## config.mk

```make
export PLATFORM = sky130hd
export DESIGN_NAME = alu_issue_ctrl
export DESIGN_NICKNAME = d
export VERILOG_FILES = /design/src/rtl/alu_issue_ctrl.sv
export SDC_FILE = /design/constraint.sdc
export NUM_CORES = 1
export LEC_CHECK = 0
export BUFFER_PORTS_ARGS = -buffer_cell sky130_fd_sc_hd__buf_2
export CELL_PAD_IN_SITES_DETAIL_PLACEMENT = 0
export CELL_PAD_IN_SITES_GLOBAL_PLACEMENT = 1
export CORE_ASPECT_RATIO = 1.75
export CORE_MARGIN = 1.5
export CORE_UTILIZATION = 40
export CTS_CLUSTER_DIAMETER = 50
export CTS_CLUSTER_SIZE = 12
export DETAILED_ROUTE_END_ITERATION = 6
export GPL_TIMING_DRIVEN = 0
export PLACE_DENSITY_LB_ADDON = 0.1
export RECOVER_POWER = 100
export SETUP_SLACK_MARGIN = 0.05
export SYNTH_ARGS = -nofsm -noshare
export SYNTH_HDL_FRONTEND = slang
export SYNTH_SLANG_ARGS = --single-unit
```

## constraint.sdc

```tcl
create_clock -name clock -period 4.3 [get_ports clock]
set_clock_uncertainty 0.05 [all_clocks]
set_input_delay 0.43 -clock clock [delete_from_list [all_inputs] [get_ports clock]]
set_output_delay 0.43 -clock clock [all_outputs]
set_load 0.005 [all_outputs]
```

## src/rtl/alu_issue_ctrl.sv

```systemverilog
// Multi-cycle issue/control unit for the 32-bit combinational ALU.
// Latches one MIPS instruction, loads ALU operands, then issues a write-back or branch decision.
module alu_issue_ctrl (
  input  logic        clock,
  input  logic        resetn,
  input  logic        inst_valid,
  output logic        inst_ready,
  input  logic [31:0] inst,
  output logic [4:0]  rs_addr,
  output logic [4:0]  rt_addr,
  input  logic [31:0] rs_data,
  input  logic [31:0] rt_data,
  output logic [31:0] alu_a,
  output logic [31:0] alu_b,
  output logic [3:0]  aluc,
  input  logic [31:0] alu_s,
  output logic        wr_en,
  output logic [4:0]  wr_addr,
  output logic [31:0] wr_data,
  output logic        br_taken,
  output logic [31:0] br_offset,
  output logic        illegal,
  output logic        busy
);

  typedef enum logic [1:0] {StIdle, StDecode, StExec, StWb} state_e;

  localparam logic [3:0] AlucAdd = 4'b0000;
  localparam logic [3:0] AlucSub = 4'b0100;
  localparam logic [3:0] AlucAnd = 4'b0001;
  localparam logic [3:0] AlucOr  = 4'b0101;
  localparam logic [3:0] AlucXor = 4'b0010;
  localparam logic [3:0] AlucLui = 4'b0110;
  localparam logic [3:0] AlucSll = 4'b0011;
  localparam logic [3:0] AlucSrl = 4'b0111;
  localparam logic [3:0] AlucSra = 4'b1111;

  state_e      state_q, state_d;
  logic [31:0] inst_q;

  logic [5:0]  op, funct;
  logic [4:0]  rd, sa;
  logic [15:0] imm;

  logic        dec_ok, dec_beq, dec_bne;
  logic [31:0] dec_a, dec_b;
  logic [3:0]  dec_aluc;
  logic [4:0]  dec_dest;
  logic        zero;

  assign op      = inst_q[31:26];
  assign rs_addr = inst_q[25:21];
  assign rt_addr = inst_q[20:16];
  assign rd      = inst_q[15:11];
  assign sa      = inst_q[10:6];
  assign funct   = inst_q[5:0];
  assign imm     = inst_q[15:0];

  assign inst_ready = (state_q == StIdle);
  assign busy       = (state_q != StIdle);
  assign zero       = (alu_s == 32'd0);

  // Decode the latched word into operands, ALU op, destination and branch kind.
  always_comb begin
    dec_ok   = 1'b0;
    dec_beq  = 1'b0;
    dec_bne  = 1'b0;
    dec_a    = rs_data;
    dec_b    = rt_data;
    dec_aluc = AlucAdd;
    dec_dest = rt_addr;
    case (op)
      6'b000000: begin
        dec_dest = rd;
        dec_ok   = 1'b1;
        case (funct)
          6'b100000: dec_aluc = AlucAdd;
          6'b100010: dec_aluc = AlucSub;
          6'b100100: dec_aluc = AlucAnd;
          6'b100101: dec_aluc = AlucOr;
          6'b100110: dec_aluc = AlucXor;
          6'b000000: begin dec_aluc = AlucSll; dec_a = {27'b0, sa}; end
          6'b000010: begin dec_aluc = AlucSrl; dec_a = {27'b0, sa}; end
          6'b000011: begin dec_aluc = AlucSra; dec_a = {27'b0, sa}; end
          default:   dec_ok = 1'b0;
        endcase
      end
      6'b001000: begin dec_ok = 1'b1; dec_aluc = AlucAdd; dec_b = {{16{imm[15]}}, imm}; end
      6'b001100: begin dec_ok = 1'b1; dec_aluc = AlucAnd; dec_b = {16'b0, imm}; end
      6'b001101: begin dec_ok = 1'b1; dec_aluc = AlucOr;  dec_b = {16'b0, imm}; end
      6'b001110: begin dec_ok = 1'b1; dec_aluc = AlucXor; dec_b = {16'b0, imm}; end
      6'b001111: begin dec_ok = 1'b1; dec_aluc = AlucLui; dec_b = {16'b0, imm}; end
      6'b000100: begin dec_ok = 1'b1; dec_beq = 1'b1; dec_aluc = AlucSub; end
      6'b000101: begin dec_ok = 1'b1; dec_bne = 1'b1; dec_aluc = AlucSub; end
      default:   dec_ok = 1'b0;
    endcase
  end

  // Next-state logic: illegal words bail out of DECODE straight back to IDLE.
  always_comb begin
    state_d = state_q;
    case (state_q)
      StIdle:   if (inst_valid) state_d = StDecode;
      StDecode: state_d = dec_ok ? StExec : StIdle;
      StExec:   state_d = StWb;
      StWb:     state_d = StIdle;
      default:  state_d = StIdle;
    endcase
  end

  // State register and instruction latch.
  always_ff @(posedge clock or negedge resetn) begin
    if (!resetn) begin
      state_q <= StIdle;
      inst_q  <= 32'd0;
    end else begin
      state_q <= state_d;
      if (inst_valid && inst_ready) inst_q <= inst;
    end
  end

  // Registered datapath outputs; strobes default low so each lasts exactly one cycle.
  always_ff @(posedge clock or negedge resetn) begin
    if (!resetn) begin
      alu_a     <= 32'd0;
      alu_b     <= 32'd0;
      aluc      <= 4'd0;
      wr_en     <= 1'b0;
      wr_addr   <= 5'd0;
      wr_data   <= 32'd0;
      br_taken  <= 1'b0;
      br_offset <= 32'd0;
      illegal   <= 1'b0;
    end else begin
      wr_en    <= 1'b0;
      br_taken <= 1'b0;
      illegal  <= 1'b0;
      case (state_q)
        StDecode: begin
          if (dec_ok) begin
            alu_a <= dec_a;
            alu_b <= dec_b;
            aluc  <= dec_aluc;
          end else begin
            illegal <= 1'b1;
          end
        end
        StExec: begin
          wr_data <= alu_s;
          if (dec_beq || dec_bne) begin
            br_offset <= {{14{imm[15]}}, imm, 2'b00};
            br_taken  <= dec_beq ? zero : !zero;
          end else begin
            wr_addr <= dec_dest;
            // Writes to $0 are dropped here rather than in the register file.
            wr_en   <= (dec_dest != 5'd0);
          end
        end
        default: ;
      endcase
    end
  end

endmodule

```

Word level (Yosys, flattened, before mapping)
Index checks and enable logic that the tools add are counted.

word-level totals
  flip-flop bits (word level) = 158
  latch bits = 0
  memory bits (writable) = 0
  bits in read-only memories = 0
  output and inout port bits = 152
  logic and storage cells = 67
  memories = 0

cells by class
  add/subtract/negate cells = 0
  multiply operators = 0
  div/mod/pow operators = 0
  magnitude comparators = 0
  equal/unequal tests = 18
  shift-type cells = 0
  multiplexer cells = 20
  bitwise logic cells = 1
  reductions and logical operators = 17

operator list
  kind                number
  $mux 32             2
  $pmux 32 s2         1
  $logic_not 32->1    1
  $eq 6x4->1 const B  5
  $eq 6x6->1 const B  5
  $pmux 4 s7          1
  $pmux 4 s6          1
  $eq 6x2->1 const B  2
  $eq 6x3->1 const B  2
  $logic_not 6->1     2
  $mux 1              10
  $pmux 2 s4          1
  $reduce_or 8->1     1
  $reduce_or 7->1     1
  $reduce_and 2->1    3
  $mux 5              1
  $reduce_bool 5->1   1
  $eq 2x2->1 const B  2
  $mux 2              2
  $reduce_or 4->1     1
  $reduce_or 3->1     1
  $eq 2x1->1 const B  1
  $logic_not 2->1     1
  $ne 2x2->1 const B  1
  other kinds (7)     7

Longest topological paths before layout
Gate-level depths: netlist (run 1).

  word-level depth = 6
  mapped depth = 7
  gate-level depth less buffers = 5

Worst setup path after synthesis (run 1)
OpenSTA, ideal clock, no wires.

  path kind = register to register
  from = register inst_q[29]
  to = register alu_b[10]
  setup time = 0.125 ns
  arrival = 1.965 ns
  required time = 4.125 ns
  slack = 2.160 ns
  cell stages (with the launch flop) = 7
  path buffers = 2
  period minus slack after synthesis = 2.140 ns
  path through = dfrtp_1 buf_2 nor4_1 nand2_1 o32ai_2 buf_2 mux2_2

between the ends
  cells in the longest elaborated chain, start to end = 4

ends and longest elaborated chain
  item                                             line  source
  start, declared                                  39    logic [31:0] inst_q;
  start signal, assigned                           118   if (inst_valid && inst_ready) inst_q <= inst;
  $eq 6x3->1 / $eq 6x4->1 (equally long branches)  72    case (op)
  $reduce_or 7->1 (no line)                        --
  $pmux 1 s2                                       72
  $reduce_and 2->1 (no line)                       --
  end signal, assigned                             126   alu_b <= 32'd0;
  end signal, assigned                             142   alu_b <= dec_b;
  end, declared                                    14    output logic [31:0] alu_b,

Parallel ways exist; a longest one is shown, timed or not.
A chain may end at the register's enable or synchronous reset.

Worst setup path in the final report (run 1)
  from = register inst_q[29]
  to = register alu_b[30]

Same word-level chain as after synthesis.

==> run summary, run 1 <==
first-pass GRT wire length -> 29790 µm
Detailed Route WL -> 18890 µm
Clock Latency Late Sink -> 420 ps
Post-CTS Repair Setup Buffers -> 0
core area -> 17380 µm²
# rows -> 64
FILL cells -> 1687
hold_buf cts -> 1
Post-Syn Area -> 7076 µm²
number of port buffers -> 280
Final Power -> 6.290 mW
commonest non-fill, non-tap cells in the layout -> buf_2, dfrtp_1, nand2_1, clkbuf_1, mux2_2
DRT antenna net count -> 0
Worst R2R Path Depth -> 7
minimum clock period -> 3264 ps
final setup violation count -> 0
sequential element share of the synthesized area -> 0.5588
final hold viol count -> 0
power per standard cell area -> 678.3 nW/µm²
f_max -> 306.3 MHz
nature of the critical path startpoint -> flop
Setup TNS -> 0 ps
DRC -> 0
max_slew headroom -> 0.2169
vias in the first global route -> 5747
Yosys reg bits -> 158
H-tree levels -> 4
CTS Buf Count -> 17
initial antenna violation count -> 0
CTS tree -> done
Worst setup EP type -> flop
# nets final -> 1059
vias after detailed routing -> 5571
setup repair after global routing missed its margin -> false
Worst EP arrival -> 3550 ps
worst min-delay path startpoint -> alu_s[24]
Hold WS -> 167.0 ps
worst endpoint required time -> 4580 ps
R2R setup slack -> 1040 ps
GRT Residual Overflow -> 0
Worst-path clk slew -> 60 ps
CP max FO -> 10
Initial Util -> 0.4072
area growth from synthesis to layout -> 31.07%
largest net degree at the start of global routing -> 101
share of layout cells above drive strength 1 -> 0.3585
DR vias/cell -> 4.749
Avg WL per Cell -> 16.10 µm
Unique masters post-synth -> 39
commonest non-fill, non-tap cell in the layout -> buf_2
Die ar. -> 18530 µm²
Slew @ Worst Pin -> 1166 ps
clk root buf -> clkbuf_16
post-CTS resize count -> 0
post-synth top area share -> 0.5588
Top FF cell, synth -> dfrtp_1
VDD IR max -> 312.9 µV
status -> finished, final reports clean
max-cap viol count -> 0
Post-Synthesis Cells -> 626
worst setup path startpoint -> inst_q[29]$_DFFE_PN0P_
1st-pass router iterations -> 4
asr flop ratio synth -> 1.000
Die Ht -> 178.9 µm
GRT Overall Usage -> 0.2064
Worst R2R End -> alu_b[30]$_DFFE_PN0P_
Hold Path Cell Cnt -> 3
Synth area leader -> dfrtp_1
die width -> 103.5 µm
PnR worst setup slack -> 1036 ps
top post-synthesis cells by area -> dfrtp_1, mux2_2, nand2_1
kind of critical path -> reg -> reg
reg2reg start -> inst_q[29]$_DFFE_PN0P_
dpl ws -> 1604 ps
dpl hpwl -> 14380 µm
I/O pins -> 283
Clock Path Buffers -> 2
crit share post-route -> 0.7592
Hold Path End -> wr_data[24]$_DFFE_PN0P_
initial DRC count -> 155
Static Leakage -> 4.601 nW
yosys warns -> 0
Syn Area/Cell -> 11.30 µm²
GPL Wtd Cong -> 0.7898
Post-synth EDFFs -> 0
Worst Hold Class -> in -> reg
Slew Viols, Final -> 0
clock sinks -> 158
## cells by family (layout without fill, tap and decap cells)
logic type             after synthesis  after routing  synth area share
AND/OR/NAND/NOR                    179            179            0.1111
flip-flops                         158            158            0.5588
multiplexers                       140            140            0.2189
buffers and inverters              108            421           0.07586
AO/OA/AOI/OAI                       40             40           0.03484
other                                1              4         0.0005300
## worst max-delay path, stage by stage, from the launching register on
cell	delay, ps
dfrtp_1	360
clkbuf_1	200
nor4_1	410
nand2_1	230
o32ai_1	920
clkbuf_1	540
buf_6	250
mux2i_1	210
## power breakdown
group | switching (mW) | internal (mW) | total, mW
Clock | 0.584 | 1.02 | 1.60
Sequential | 0.430 | 2.16 | 2.59
Combinational | 1.06 | 1.04 | 2.10
Total | 2.07 | 4.22 | 6.29
## flip-flops by register name, indices dropped and copies added (netlist names), named ones only
register and count:
illegal 1, wr_addr 5, br_taken 1, alu_b 32, aluc 4, br_offset 16, inst_q 32, wr_data 32
wr_en 1, alu_a 32, state_q 1
## synth_stat cells, drive strengths merged (2+ instances only)
master  instances
mux2           91
or2             2
nor4           10
nand2         135
o32ai           3
dfrtp         158
clkbuf         19
a21oi          18
a211oi          2
inv            47
or4             5
o21ai           9
nand2b          6
nor3            4
nor2            7
nand4           2
mux2i          49
o22ai           2
buf            42
nor2b           2
## per-stage QoR
step                      cells  utilization  instance area, µm²
after floorplan             627            -                7079
after global placement     1138       0.5047                8770
after detailed placement   1139       0.5066                8803
after CTS                  1171       0.5436                9445
after global routing       1171       0.5334                9269
final                      1173       0.5337                9274
## final cells by class
type | count | area [µm²] | share of cell area
Antenna cell | 2 | 5.005 | 0.0005397
Buffer | 61 | 339.1 | 0.03656
Clock buffer | 22 | 474.2 | 0.05113
Clock inverter | 9 | 157.7 | 0.01700
Inverter | 47 | 176.4 | 0.01902
Multi-Input combinational cell | 361 | 2542 | 0.2742
Sequential cell | 158 | 3954 | 0.4263
Tap cell | 231 | 289.0 | 0.03117
Timing Repair Buffer | 282 | 1336 | 0.1441
## per-layer routing
metal  vias up  track usage  share of wire
met5         -            0              0
met4         0      0.08218          0.021
met3        21      0.05961          0.058
met2       208       0.3753           0.53
met1      2677       0.2266           0.39
li1       2665            -              -
## worst max path at each step
stage / cells past startpoint / slack (ps) / to
floorplan: 6 / 2160 / alu_b[10]$_DFFE_PN0P_
global placement: 1 / 400 / inst_q[21]$_DFFE_PN0P_
detailed placement: 6 / 1600 / alu_b[8]$_DFFE_PN0P_
CTS: 6 / 1580 / alu_b[8]$_DFFE_PN0P_
global route: 7 / 740 / alu_b[30]$_DFFE_PN0P_
finish: 7 / 1040 / alu_b[30]$_DFFE_PN0P_
Power figures use the tool's default switching activity.
==> run 2: changes to the inputs <==
--- a/config.mk
+++ b/config.mk
@@ -10,7 +10,7 @@
 export CELL_PAD_IN_SITES_GLOBAL_PLACEMENT = 1
 export CORE_ASPECT_RATIO = 1.75
 export CORE_MARGIN = 1.5
-export CORE_UTILIZATION = 40
+export CORE_UTILIZATION = 37
 export CTS_CLUSTER_DIAMETER = 50
 export CTS_CLUSTER_SIZE = 12
 export DETAILED_ROUTE_END_ITERATION = 6
==> constraint.sdc (replaced) <==
create_clock -name clock -period 3.33 [get_ports clock]
set_clock_uncertainty 0.05 [all_clocks]
set_input_delay 0.333 -clock clock [delete_from_list [all_inputs] [get_ports clock]]
set_output_delay 0.333 -clock clock [all_outputs]
set_load 0.005 [all_outputs]
==> run 2 against run 1 <==
Compared with the run above: the flow now finishes with violations (max-capacitance violations, max-slew violations); final cell count is 0.51% higher; power is 29% higher; combinational power is 30% higher; clock power is 29% higher; highest routed layer unchanged; global-route usage is 1.3 points lower; critical endpoint is now alu_a[9]$_DFFE_PN0P_; maximum frequency is 14% higher; flip-flop and latch count stayed put; non-clock buffer count stayed put; largest cell class unchanged; sequential power is 29% higher; core utilization is 3.7 points lower.
==> run summary, run 2 (same netlist as run 1, synthesis figures left out) <==
Combinational Power Share -> 0.335
Worst R2R End -> alu_a[9]$_DFFE_PN0P_
area growth from synthesis to layout -> 31.09%
die width -> 107.5 µm
CTS Buf Count -> 17
Clock Path Buffers -> 2
Die ar. -> 19990 µm²
largest net degree at the start of global routing -> 82
number of port buffers -> 280
Worst-path clk slew -> 70 ps
Worst EP arrival -> 3140 ps
GRT Residual Overflow -> 0
1st-pass router iterations -> 4
NetSw -> 2.709 mW
final setup violation count -> 0
initial DRC count -> 202
I/O pins -> 283
clock power share -> 0.254
Worst setup EP type -> flop
Post-DP Area -> 8816 µm²
Die Ht -> 185.9 µm
max-cap viol count -> 1
Detailed Route WL -> 19250 µm
DRC -> 0
first-pass GRT wire length -> 29710 µm
initial antenna violation count -> 0
VDD IR max -> 387.2 µV
vias in the first global route -> 5867
power per standard cell area -> 877.0 nW/µm²
max_slew headroom -> -0.3704
worst endpoint required time -> 3620 ps
placed insts -> 1146
fin area -> 9275 µm²
Slew @ Worst Pin -> 2056 ps
H-tree levels -> 4
Reg power frac -> 0.411
CTS tree -> done
# nets final -> 1059
non-filler cells, final -> 1179
commonest non-fill, non-tap cells in the layout -> buf_2, dfrtp_1, nand2_1, clkbuf_1, mux2_2
Initial Util -> 0.3791
GPL Wtd Cong -> 0.7791
FILL cells -> 1839
# rows -> 66
worst setup path startpoint -> inst_q[29]$_DFFE_PN0P_
Worst R2R Path Depth -> 7
setup repair after global routing missed its margin -> false
core area -> 18660 µm²
CP max FO -> 10
commonest non-fill, non-tap cell in the layout -> buf_2
Slew Viols, Final -> 81
Clock Latency Late Sink -> 420 ps
crit share post-route -> 0.8565
clk root buf -> clkbuf_16
DRT antenna net count -> 0
clock sinks -> 158
Int Pwr -> 5.426 mW
Worst Hold Class -> in -> reg
dpl hpwl -> 14750 µm
Static Leakage -> 4.608 nW
Final Power -> 8.135 mW
share of layout cells above drive strength 1 -> 0.3638
GRT Overall Usage -> 0.1938
Critical Path Sink -> alu_a[9]$_DFFE_PN0P_
DR vias/cell -> 4.729
switching share of power -> 0.3330
R2R setup slack -> 480 ps
kind of critical path -> reg -> reg
vias after detailed routing -> 5576
Avg WL per Cell -> 16.33 µm
post-CTS resize count -> 0
f_max -> 350.6 MHz
multi-input logic area -> 2550 µm²
reg2reg start -> inst_q[29]$_DFFE_PN0P_
failing checks -> max-capacitance violations, max-slew violations
Hold WS -> 68.43 ps
nature of the critical path startpoint -> flop
register area -> 3954 µm²
minimum clock period -> 2852 ps
final hold viol count -> 0
status -> finished, violations left
-- run 2: cell types whose count changed in the layout (fill, tap and decap cells not counted), moves of 2 or more --
| cell | change |
|---|---|
| buf_6 | -2 |
| clkinvlp_4 | +2 |
| clkbuf_1 | -3 |
| clkbuf_2 | +2 |
| buf_2 | +4 |
| buf_4 | +2 |
-- run 2: routing by layer --
metal | track usage | share of wire
met1 | 0.2118 | 0.38
met5 | 0 | 0
met2 | 0.3618 | 0.55
met3 | 0.04447 | 0.062
met4 | 0.06737 | 0.012
-- run 2: worst min-delay path by stage --
stage | startpoint | cells past startpoint | endpoint
after floorplan | resetn | 0 | asynchronous set/reset pin
after global placement | wr_data[1]$_DFFE_PN0P_ | 2 | wr_data[1]$_DFFE_PN0P_
after detailed placement | resetn | 1 | alu_b[24]$_DFFE_PN0P_
after CTS | alu_s[29] | 3 | wr_data[29]$_DFFE_PN0P_
after global routing | alu_s[15] | 3 | wr_data[15]$_DFFE_PN0P_
final | alu_s[29] | 3 | wr_data[29]$_DFFE_PN0P_
-- run 2: timing repair --
action	in CTS	in global routing
hold endpoints to repair	80	0
buffers inserted	0	0
hold buffers	1	0
-- run 2: cell type report --
class	instances	area share
Clock inverter	9	0.01713
Tap cell	238	0.03211
Multi-Input combinational cell	361	0.2749
Sequential cell	158	0.4263
Clock buffer	22	0.05005
Buffer	61	0.03683
Timing Repair Buffer	282	0.1434
Inverter	47	0.01902
Antenna cell	1	0.0002698
-- run 2: critical path, stage by stage (launching register included) --
cell	delay [ps]
dfrtp_1	370
clkbuf_1	210
nor4_1	380
nand2_1	240
o32ai_2	620
buf_4	310
clkbuf_2	350
mux2i_1	240
-- run 2: power groups by stage --
| stage | Combinational (mW) | Clock (mW) | Sequential, mW |
|---|---|---|---|
| 6_report | 2.73 | 2.07 | 3.34 |
| 5_1_grt | 3.08 | 2.20 | 3.47 |
| 4_1_cts | 2.94 | 2.13 | 3.34 |
| 3_5_place_dp | 2.93 | 0 | 3.37 |
| 3_3_place_gp | 2.85 | 0 | 3.32 |
| 2_1_floorplan | 1.57 | 0 | 3.33 |
-- run 2: through the flow --
| step | setup WS (ps) | setup TNS, ps | utilization |
|---|---|---|---|
| 4_1_cts | 579.2 | 0 | 0.5063 |
| 3_5_place_dp | 614.4 | 0 | 0.4724 |
| 3_3_place_gp | -550.5 | -84770 | 0.4704 |
| 2_1_floorplan | 1190 | 0 | - |
| 6_report | 478.0 | 0 | 0.4970 |
| 5_1_grt | 257.7 | 0 | 0.4968 |
